### config.mk
export PLATFORM = sky130hd
export DESIGN_NAME = c_skid_stage_flat
export DESIGN_NICKNAME = d
export VERILOG_FILES = /design/src/rtl/c_skid_stage_if.sv /design/src/rtl/c_skid_stage.sv /design/src/flat_wrapper.sv
export SDC_FILE = /design/constraint.sdc
export NUM_CORES = 1
export LEC_CHECK = 0
export ABC_AREA = 1
export CORE_MARGIN = 2
export CORE_UTILIZATION = 49
export DETAILED_ROUTE_END_ITERATION = 8
export PLACE_DENSITY_LB_ADDON = 0.05
export SKIP_CTS_REPAIR_TIMING = 1
export SYNTH_ARGS = -nofsm -noshare
export SYNTH_HDL_FRONTEND = slang
export SYNTH_SLANG_ARGS = --single-unit
### constraint.sdc
create_clock -name clk -period 2.71 [get_ports clk]
set_input_delay 0.542 -clock clk [delete_from_list [all_inputs] [get_ports clk]]
set_output_delay 0.542 -clock clk [all_outputs]
set_load 0.01 [all_outputs]
### src/rtl/c_skid_stage_if.sv
// c_skid_stage_if
//
// Purpose: bundles both valid/ready channels of a skid stage.
//   push_* is the upstream (producer -> stage) channel.
//   pop_*  is the downstream (stage -> consumer) channel.
//
// Modports:
//   slave  - the stage itself: it receives push words and drives pop words.
//   master - the environment around the stage: it produces push words and
//            consumes pop words.
//
// Parameters:
//   width  - data word width in bits
//   offset - left index of data vectors; range is [offset:offset+width-1]
interface c_skid_stage_if #(
    parameter int width  = 32,
    parameter int offset = 0
);
    logic                         push_valid;
    logic [offset:offset+width-1] push_data;
    logic                         push_ready;
    logic                         pop_valid;
    logic [offset:offset+width-1] pop_data;
    logic                         pop_ready;

    modport slave (
        input  push_valid,
        input  push_data,
        output push_ready,
        output pop_valid,
        output pop_data,
        input  pop_ready
    );

    modport master (
        output push_valid,
        output push_data,
        input  push_ready,
        input  pop_valid,
        input  pop_data,
        output pop_ready
    );
endinterface

### src/rtl/c_skid_stage.sv
// c_skid_stage
//
// Purpose: two-entry elastic pipeline stage. A main register holds the head
// word and drives pop_data; a skid register absorbs one extra word so that
// upstream can keep pushing for the cycle in which downstream stalls.
// push_ready, pop_valid and pop_data come from flops (gated only by the
// active enable), so no combinational path crosses the stage.
//
// Ports:
//   clk        - clock
//   reset      - asynchronous, active-high reset
//   active     - stage enable; when low everything holds and no handshake fires
//   bus        - c_skid_stage_if.slave (push_valid/push_data/push_ready,
//                pop_valid/pop_data/pop_ready)
//   occupancy  - number of words held (0..2)
//
// Parameters:
//   width       - data word width
//   offset      - left index of data vectors
//   reset_value - value on pop_data while empty after reset
module c_skid_stage #(
    parameter int               width       = 32,
    parameter int               offset      = 0,
    parameter logic [width-1:0] reset_value = '0
) (
    input  logic                 clk,
    input  logic                 reset,
    input  logic                 active,
    c_skid_stage_if.slave        bus,
    output logic [1:0]           occupancy
);

    // Encoding equals the occupancy count, so occupancy is the state flop.
    typedef enum logic [1:0] {
        EMPTY = 2'd0,
        ONE   = 2'd1,
        FULL  = 2'd2
    } state_t;

    state_t                       state_reg;
    logic [offset:offset+width-1] main_reg;
    logic [offset:offset+width-1] skid_reg;
    logic                         push_fire;
    logic                         pop_fire;

    assign bus.push_ready = active & (state_reg != FULL);
    assign bus.pop_valid  = active & (state_reg != EMPTY);
    assign bus.pop_data   = main_reg;
    assign occupancy      = state_reg;

    // active is already folded into push_ready/pop_valid.
    assign push_fire = bus.push_valid & bus.push_ready;
    assign pop_fire  = bus.pop_valid  & bus.pop_ready;

    // Data registers load only on a push or a skid->main refill; otherwise
    // they hold, which also keeps the last popped word on pop_data.
    always_ff @(posedge clk or posedge reset) begin
        if (reset) begin
            state_reg <= EMPTY;
            main_reg  <= reset_value;
            skid_reg  <= reset_value;
        end else begin
            case (state_reg)
                EMPTY: begin
                    if (push_fire) begin
                        main_reg  <= bus.push_data;
                        state_reg <= ONE;
                    end
                end
                ONE: begin
                    if (push_fire && pop_fire) begin
                        // Head leaves and the new word replaces it directly.
                        main_reg <= bus.push_data;
                    end else if (push_fire) begin
                        // Head is stalled: park the new word behind it.
                        skid_reg  <= bus.push_data;
                        state_reg <= FULL;
                    end else if (pop_fire) begin
                        state_reg <= EMPTY;
                    end
                end
                FULL: begin
                    // push_ready is low here, so only a pop can happen.
                    if (pop_fire) begin
                        main_reg  <= skid_reg;
                        state_reg <= ONE;
                    end
                end
                default: begin
                    // Unused encoding: recover to a clean empty stage.
                    state_reg <= EMPTY;
                end
            endcase
        end
    end

endmodule

### src/flat_wrapper.sv
// flat-port wrapper written by rule: the top's interface ports become plain ports
module c_skid_stage_flat 
#(
    parameter int               width       = 32,
    parameter int               offset      = 0,
    parameter logic [width-1:0] reset_value = '0
)
  (clk, reset, active, occupancy, bus_push_valid, bus_push_data, bus_push_ready, bus_pop_valid, bus_pop_data, bus_pop_ready);
  c_skid_stage_if #(.width(width), .offset(offset)) bus_i ();
  input  logic clk;
  input  logic reset;
  input  logic active;
  output logic [1:0] occupancy;
  input wire logic [$bits(bus_i.push_valid)-1:0] bus_push_valid;
  input wire logic [$bits(bus_i.push_data)-1:0] bus_push_data;
  output wire logic [$bits(bus_i.push_ready)-1:0] bus_push_ready;
  output wire logic [$bits(bus_i.pop_valid)-1:0] bus_pop_valid;
  output wire logic [$bits(bus_i.pop_data)-1:0] bus_pop_data;
  input wire logic [$bits(bus_i.pop_ready)-1:0] bus_pop_ready;
  assign bus_i.push_valid = bus_push_valid;
  assign bus_i.push_data = bus_push_data;
  assign bus_push_ready = bus_i.push_ready;
  assign bus_pop_valid = bus_i.pop_valid;
  assign bus_pop_data = bus_i.pop_data;
  assign bus_i.pop_ready = bus_pop_ready;
  c_skid_stage #(.width(width), .offset(offset), .reset_value(reset_value)) u_core (.clk(clk), .reset(reset), .active(active), .bus(bus_i), .occupancy(occupancy));
endmodule
==> results of run 1 <==
Yosys cell counts:
| library cell | instances |
|---|---|
| clkbuf_1 | 3 |
| inv_1 | 36 |
| buf_6 | 3 |
| buf_1 | 4 |
| dfrtp_1 | 66 |
| nand3_2 | 2 |
| o21ai_1 | 5 |
| a21oi_1 | 13 |
| nand2_1 | 121 |
| nand3_1 | 33 |
| inv_2 | 3 |
| buf_4 | 2 |
| nand2_4 | 1 |
| o21ai_0 | 47 |
| nand4_1 | 4 |
| buf_2 | 10 |
| nand2_2 | 2 |
| nor2_1 | 14 |
logic make-up (layout without fill, tap and decap cells):
| logic type | count (synthesis) | in the layout | synth area share (%) |
|---|---|---|---|
| flip-flops | 66 | 66 | 55.3 |
| buffers and inverters | 61 | 136 | 9.08 |
| AO/OA/AOI/OAI | 65 | 65 | 10.9 |
| AND/OR/NAND/NOR | 177 | 177 | 24.8 |
final cells by class:
cell class / count / area share (%)
Clock buffer: 11 / 3.82
Clock inverter: 5 / 1.33
Inverter: 39 / 3.69
Multi-Input combinational cell: 242 / 26.9
Sequential cell: 66 / 41.7
Tap cell: 75 / 2.37
Timing Repair Buffer: 81 / 20.2
final timing paths:
| path | from | depth (start not counted) | slack [ns] | endpoint |
|---|---|---|---|---|
| min in group asynchronous | reset | 2 | 0.58 | u_core.skid_reg[6] |
| setup reg to reg | u_core.occupancy[1] | 8 | 1.02 | u_core.bus.pop_data[9] |
| hold reg to reg | u_core.skid_reg[13] | 2 | 0.49 | u_core.skid_reg[13] |
| max in group asynchronous | reset | 3 | 1.50 | u_core.skid_reg[22] |
| setup / recovery | active | 4 | 0.28 | bus_pop_valid |
| hold / removal | u_core.skid_reg[13] | 2 | 0.49 | u_core.skid_reg[13] |
power groups by stage:
stage | logic [mW] | clock network [mW] | registers [mW]
after global placement | 1.62 | 0 | 1.67
final | 1.66 | 0.845 | 1.67
after global routing | 1.86 | 0.906 | 1.72
after floorplan | 0.845 | 0 | 1.76
after CTS | 1.68 | 0.862 | 1.67
after detailed placement | 1.67 | 0 | 1.69
per-layer routing:
layer | track usage (%) | routed length [um]
met5 | 0 | 0
met4 | 6.00 | 61
met3 | 5.54 | 320
met2 | 36.3 | 3230
met1 | 26.9 | 3070
through the flow:
stage / setup slack (ns) / utilization, % / hold WS, ns / instances
finish: 0.283 / 67.0 / 0.488 / 519
global route: 0.167 / 67.0 / 0.518 / 519
CTS: 0.287 / 67.0 / 0.490 / 519
detailed placement: 0.291 / 63.5 / 0.474 / 503
global placement: 0.305 / 63.5 / 0.465 / 503
floorplan: 0.513 / - / 0.453 / 369
critical path, delay by kind of cell:
kind                   cells  cell delay (ns)
buffers and inverters      3             1.24
AO/OA/AOI/OAI              1             0.11
==> results.py, run 1 <==
metrics = {
    "synth": {
        "synth.largest_area_cell": "dfrtp_1",
        "yosysSeqAreaShare_pct": 55.3,
        "synth_cells": 369,
        "yosys-top-cells-area": "dfrtp_1 (55%), nand2_1 (15%), o21ai_0 (7.9%)",
        "syn_area_um2": 2990,
        "synth.avg_cell_area_um2": 8.10,
        "synth.top_cell.area_share_pct": 55.3,
        "ys_warn_count": 0,
        "synth_nets": 406,
        "synth_cell_type_count": 18,
        "synth_seq_cells": 66,
    },
    "power_and_ir_drop": {
        "switching_share_pct": 35.1,
        "p_comb_share_pct": 39.7,
        "leakagePower_nw": 1.99,
        "seq_power_share_pct": 40.1,
        "clkPwrFrac_pct": 20.2,
        "power_mw": 4.18,
        "p_per_area_nw_per_um2": 1050,
        "peakVddDrop_mv": 0.568,
        "switching_power_mw": 1.47,
        "intPower_mw": 2.71,
    },
    "route": {
        "vias": 2630,
        "wl_per_cell_um": 12.9,
        "vias_per_cell": 5.07,
        "drtIter0Drc": 96,
        "antenna_left": 0,
        "firstDrtPassIters": 4,
        "drc": 0,
        "drt-total-wl_um": 6690,
    },
    "timing": {
        "relSlewSlack_pct": 61.1,
        "min_period_ns": 2.43,
        "fin_crit_sh_pct": 89.6,
        "setup_tns_ns": 0,
        "fmax_mhz": 412,
        "fin_skew_ns": 0.0106,
        "maxSlewViolCount": 0,
        "hold_viol": 0,
        "finalSetupViolCount": 0,
        "tightest_slew_ns": 0.583,
        "rsz0062_at_grt": "no",
    },
    "worst_setup_path": {
        "max_stage_delay_ns": 0.60,
        "crit_chain": "clkdlybuf4s50_1 -> inv_1 -> a21oi_1 -> clkdlybuf4s50_1",
        "cp-end-kind": "primary output",
        "cp_slowest_cell": "clkdlybuf4s50_1",
        "cp_max_fo": 6,
        "path_common_cell": "clkdlybuf4s50_1",
        "worst-endpoint-required_ns": 2.17,
        "worstSetupStartpointType": "input port",
        "cp.arrival_ns": 1.89,
        "crit_type": "input port to primary output",
    },
    "worst_hold_path": {
        "hp-class": "flip-flop to flip-flop",
    },
    "final_layout": {
        "drive_gt1_share_pct": 7.88,
        "seq_area_um2": 1650,
        "synthToLayoutAreaGrowth_pct": 32.6,
        "stdcell_area_um2": 3970,
        "antenna_cells": 0,
        "fillers": 503,
        "fin_nets": 476,
        "mostFrequentLayoutCell": "nand2_1",
        "multiInputGateArea_um2": 1070,
        "final_cell_mix": "nand2_1 (120), clkdlybuf4s50_1 (72), dfrtp_1 (66), o21ai_0 (47), inv_1 (35)",
    },
    "placed_design": {
        "gp_congestion": 0.772,
        "placed_cell_area_um2": 3760,
        "dp_hpwl_um": 4360,
        "port_buffers": 72,
    },
    "cts": {
        "ctsLongestPathBuffers": 2,
        "numCtsBuffers": 9,
        "path_clk_slew_ns": 0.06,
        "h-tree-depth": 3,
        "cts_root_buf": "clkbuf_8",
        "cts_tree": "done",
        "clock_sinks": 66,
        "clkLatencyLatePin_ns": 0.34,
    },
    "global_route": {
        "grt_max_degree": 42,
        "track_usage_pct": 21.3,
        "grt-ovfl-total": 0,
        "grt_pass1_wl_um": 10900,
        "antenna_found_initial": 0,
        "grt_pass1_vias": 2384,
    },
    "die": {
        "die-area_um2": 6740,
        "io_pins": 73,
        "rows": 28,
        "start_util_pct": 50.5,
        "die_height_um": 82.1,
        "die_width_um": 82.1,
        "core_um2": 5920,
    },
    "run_status": {
        "outcome": "finished clean",
    },
    "job": {
        "drv_cap": 0,
    },
}
(Power assumes the default switching activity.)
==> run 2: changes to the inputs <==
Clock period 2.71 ns to 2.7 ns, I/O delays scaled along.
==> run 2 against run 1 <==
  * Global-route usage is 0.14 points higher
  * Via count is 2.4% lower
  * Sequential power hardly changed
  * Die area stayed put
  * Core utilization is 0.32 points higher
  * Sequential cell count stayed put
==> results.py, run 2 (synthesized netlist as in run 1, its figures left out) <==
metrics = {
    "cts": {
        "cts_root_buf": "clkbuf_8",
        "clock_sinks": 66,
        "h-tree-depth": 3,
        "numCtsBuffers": 9,
        "ctsLongestPathBuffers": 2,
        "cts_tree": "done",
        "clkLatencyLatePin_ns": 0.34,
        "path_clk_slew_ns": 0.06,
    },
    "worst_setup_path": {
        "worstSetupStartpointType": "input port",
        "r2r_start": "u_core.occupancy[1]",
        "cp-end-kind": "primary output",
        "worst-endpoint-required_ns": 2.16,
        "r2r_slack_ns": 1.04,
        "crit_type": "input port to primary output",
        "cp.arrival_ns": 1.91,
        "cp_max_fo": 6,
        "worstReg2RegEnd": "u_core.bus.pop_data[21]",
        "reg2reg_depth": 8,
    },
    "placed_design": {
        "dp_hpwl_um": 4300,
        "port_buffers": 72,
        "dp_cells": 503,
        "place_ws_ns": 0.282,
        "gp_congestion": 0.772,
        "placed_cell_area_um2": 3760,
    },
    "final_layout": {
        "fin_nets": 476,
        "final_cell_mix": "nand2_1 (120), clkdlybuf4s50_1 (72), dfrtp_1 (66), o21ai_0 (47), inv_1 (35)",
        "stdcell_area_um2": 3980,
        "antenna_cells": 0,
        "fin_util_pct": 67.3,
        "drive_gt1_share_pct": 7.67,
        "mostFrequentLayoutCell": "nand2_1",
        "instances_no_fill": 518,
        "synthToLayoutAreaGrowth_pct": 33.3,
    },
    "die": {
        "core_um2": 5920,
        "start_util_pct": 50.5,
        "rows": 28,
        "die_height_um": 82.1,
        "die-area_um2": 6740,
        "io_pins": 73,
        "die_width_um": 82.1,
    },
    "job": {
        "drv_cap": 0,
    },
    "timing": {
        "fin_skew_ns": 0.00518,
        "fmax_mhz": 408,
        "tightest_slew_ns": 0.586,
        "min_period_ns": 2.45,
        "finalWorstSetupSlack_ns": 0.250,
        "finalSetupViolCount": 0,
        "maxSlewViolCount": 0,
        "rsz0062_at_grt": "no",
        "relSlewSlack_pct": 60.9,
        "whs_ns": 0.487,
        "fin_crit_sh_pct": 90.8,
        "setup_tns_ns": 0,
        "hold_viol": 0,
    },
    "route": {
        "firstDrtPassIters": 4,
        "vias_per_cell": 4.95,
        "vias": 2566,
        "antenna_left": 0,
        "wl_per_cell_um": 12.9,
        "drt-total-wl_um": 6670,
        "drtIter0Drc": 83,
        "drc": 0,
    },
    "worst_hold_path": {
        "whs_path_depth": 2,
        "hold_start": "u_core.skid_reg[13]",
        "whs_endpoint": "u_core.skid_reg[13]",
        "hp-class": "flip-flop to flip-flop",
    },
    "run_status": {
        "outcome": "finished clean",
    },
    "global_route": {
        "track_usage_pct": 21.4,
        "grt_pass1_vias": 2396,
        "antenna_found_initial": 0,
        "grt-ovfl-total": 0,
        "grt_pass1_wl_um": 10900,
        "grt_max_degree": 42,
    },
    "power_and_ir_drop": {
        "p_per_area_nw_per_um2": 1070,
        "peakVddDrop_mv": 0.555,
        "power_mw": 4.25,
        "leakagePower_nw": 2.00,
    },
}
==> run 2: worst max path at each step <==
stage	cells after the start	start	slack, ns	to
floorplan	1	reset	0.51	u_core.bus.pop_data[0]
global placement	4	active	0.30	bus_pop_valid
detailed placement	4	active	0.28	bus_pop_valid
CTS	4	active	0.25	bus_pop_valid
global route	4	active	0.14	bus_pop_valid
finish	4	active	0.25	bus_pop_valid
==> run 2: power breakdown <==
part | internal, mW | leakage, nW | switching (mW)
clock network | 0.548 | 0.115 | 0.359
logic | 0.800 | 1.08 | 0.859
registers | 1.45 | 0.804 | 0.235
==> run 2: layout make-up <==
type / instances / area, um^2
fillers: 496 / 1940
well taps: 75 / 93.8
inverters: 39 / 146
flip-flops and latches: 66 / 1650
repair buffers: 81 / 801
clock inverters: 1 / 30.0
clock buffers: 14 / 193
multi-input cells: 242 / 1070
==> run 2: per-layer routing <==
layer	share of wire, %	vias to the layer above	track usage (%)
li1	-	1302	-
met1	46	1198	27.1
met2	48	58	35.7
met3	4.1	8	4.78
met4	1.1	0	8.83
met5	0	-	0
==> run 2: critical path, stage by stage <==
cell and delay (ns):
clkdlybuf4s50_1 0.60, inv_1 0.10, a21oi_1 0.12, clkdlybuf4s50_1 0.55
==> run 3: changes to the inputs <==
Settings changed: PLACE_DENSITY from default to 0.87, PLACE_DENSITY_LB_ADDON 0.05 to default.
==> run 3 against run 2 <==
  * Wire length up 3.1%
  * Combinational power about the same
  * Maximum frequency down 1.6%
  * Worst setup slack worse by 0.041 ns
  * Clock-buffer cell count down 5
  * Power up 2.2%
  * Core utilization down 0.15 points
  * Critical path depth up 1
  * Sequential share of layout area up 0.091 points
  * Non-clock buffer count down 2
  * Largest power group unchanged
  * Highest routed layer unchanged
==> results.py, run 3 (synthesized netlist as in run 1, its figures left out) <==
metrics = {
    "final_layout": {
        "stdcell_area_um2": 3980,
        "drive_gt1_share_pct": 7.47,
        "mostFrequentLayoutCell": "nand2_1",
        "synthToLayoutAreaGrowth_pct": 33.0,
        "fin_nets": 474,
        "final_cell_mix": "nand2_1 (120), clkdlybuf4s50_1 (72), dfrtp_1 (66), o21ai_0 (47), inv_1 (35)",
        "fillers": 486,
        "antenna_cells": 0,
    },
    "worst_setup_path": {
        "worst-endpoint-required_ns": 2.16,
        "cp_max_fo": 26,
        "cp.arrival_ns": 1.95,
        "cp-end-kind": "primary output",
        "worstSetupStartpointType": "flip-flop",
        "crit_type": "flip-flop to primary output",
    },
    "placed_design": {
        "port_buffers": 72,
        "place_ws_ns": 0.263,
        "gp_congestion": 0.747,
        "placed_cell_area_um2": 3730,
        "dp_hpwl_um": 4530,
    },
    "global_route": {
        "antenna_found_initial": 0,
        "grt_max_degree": 42,
        "grt_pass1_wl_um": 11200,
        "track_usage_pct": 21.9,
        "grt-ovfl-total": 0,
        "grt_pass1_vias": 2546,
    },
    "timing": {
        "fmax_mhz": 401,
        "min_period_ns": 2.49,
        "rsz0062_at_grt": "no",
        "relSlewSlack_pct": 67.8,
        "maxSlewViolCount": 0,
        "fin_skew_ns": 0.0104,
        "tightest_slew_ns": 0.483,
        "finalWorstSetupSlack_ns": 0.209,
        "hold_viol": 0,
        "setup_tns_ns": 0,
        "finalSetupViolCount": 0,
        "fin_crit_sh_pct": 92.3,
    },
    "die": {
        "io_pins": 73,
        "die_height_um": 82.1,
        "core_um2": 5920,
        "start_util_pct": 50.5,
        "rows": 28,
        "die_width_um": 82.1,
        "die-area_um2": 6740,
    },
    "power_and_ir_drop": {
        "p_per_area_nw_per_um2": 1090,
        "peakVddDrop_mv": 0.591,
        "leakagePower_nw": 2.00,
        "power_mw": 4.34,
    },
    "cts": {
        "ctsLongestPathBuffers": 2,
        "path_clk_slew_ns": 0.07,
        "cts_root_buf": "clkbuf_8",
        "clock_sinks": 66,
        "clkLatencyLatePin_ns": 0.34,
        "numCtsBuffers": 9,
        "cts_tree": "done",
        "h-tree-depth": 3,
    },
    "route": {
        "vias_per_cell": 5.12,
        "wl_per_cell_um": 13.3,
        "drc": 0,
        "firstDrtPassIters": 4,
        "vias": 2646,
        "drt-total-wl_um": 6870,
        "antenna_left": 0,
        "drtIter0Drc": 119,
    },
    "run_status": {
        "outcome": "finished clean",
    },
    "job": {
        "drv_cap": 0,
    },
    "worst_hold_path": {
        "hp-class": "flip-flop to flip-flop",
    },
}
-- run 3: changes by cell type in the layout (fill, tap and decap cells not counted), sizes merged --
| cell | change |
|---|---|
| clkinv | +4 |
| buf | -2 |
| clkbuf | -5 |
| bufinv | +2 |
-- run 3: worst paths after layout --
kind | from | cells after the start | endpoint | slack, ns
setup / recovery | u_core.occupancy[0] | 5 | bus_push_ready | 0.21
hold / removal | u_core.skid_reg[18] | 2 | u_core.skid_reg[18] | 0.49
setup reg to reg | u_core.occupancy[0] | 8 | u_core.bus.pop_data[3] | 0.68
hold reg to reg | u_core.skid_reg[18] | 2 | u_core.skid_reg[18] | 0.49
max in group asynchronous | reset | 3 | u_core.bus.pop_data[18] | 1.44
min in group asynchronous | reset | 2 | u_core.bus.pop_data[15] | 0.54
-- run 3: cell type report --
| type | count | area, um^2 | share of cell area, % |
|---|---|---|---|
| Clock buffer | 9 | 124 | 3.12 |
| Clock inverter | 7 | 118 | 2.96 |
| Inverter | 39 | 146 | 3.68 |
| Multi-Input combinational cell | 242 | 1070 | 26.9 |
| Sequential cell | 66 | 1650 | 41.5 |
| Tap cell | 75 | 93.8 | 2.36 |
| Timing Repair Buffer | 79 | 773 | 19.5 |
-- run 3: metrics by stage --
step           util (%)  instances  hold WS (ns)
3_3_place_gp       63.1        501         0.465
5_1_grt            67.1        517         0.524
6_report           67.1        517         0.492
4_1_cts            67.1        517         0.492
2_1_floorplan         -        369         0.453
3_5_place_dp       63.1        501         0.474
-- run 3: where the power goes --
group          total [mW]  internal, mW  leakage (nW)  switching, mW
Sequential           1.69          1.45         0.804          0.246
Clock               0.996         0.613         0.123          0.383
Combinational        1.65         0.785          1.07          0.866
Total                4.34          2.84          2.00           1.50
-- run 3: worst max-delay path, stage by stage, from the launching register on --
cell,delay (ns)
dfrtp_1,0.42
inv_2,0.09
nand2_2,0.36
inv_1,0.11
nor2_1,0.10
clkdlybuf4s50_1,0.53
-- run 3: routing by layer --
layer  global-route usage [%]  share of wire (%)  up-vias
met5                        0                  0        -
met4                     10.2                1.6        0
met2                     37.0                 49       80
li1                         -                  -     1305
met3                     5.65                5.0       12
met1                     26.3                 44     1249
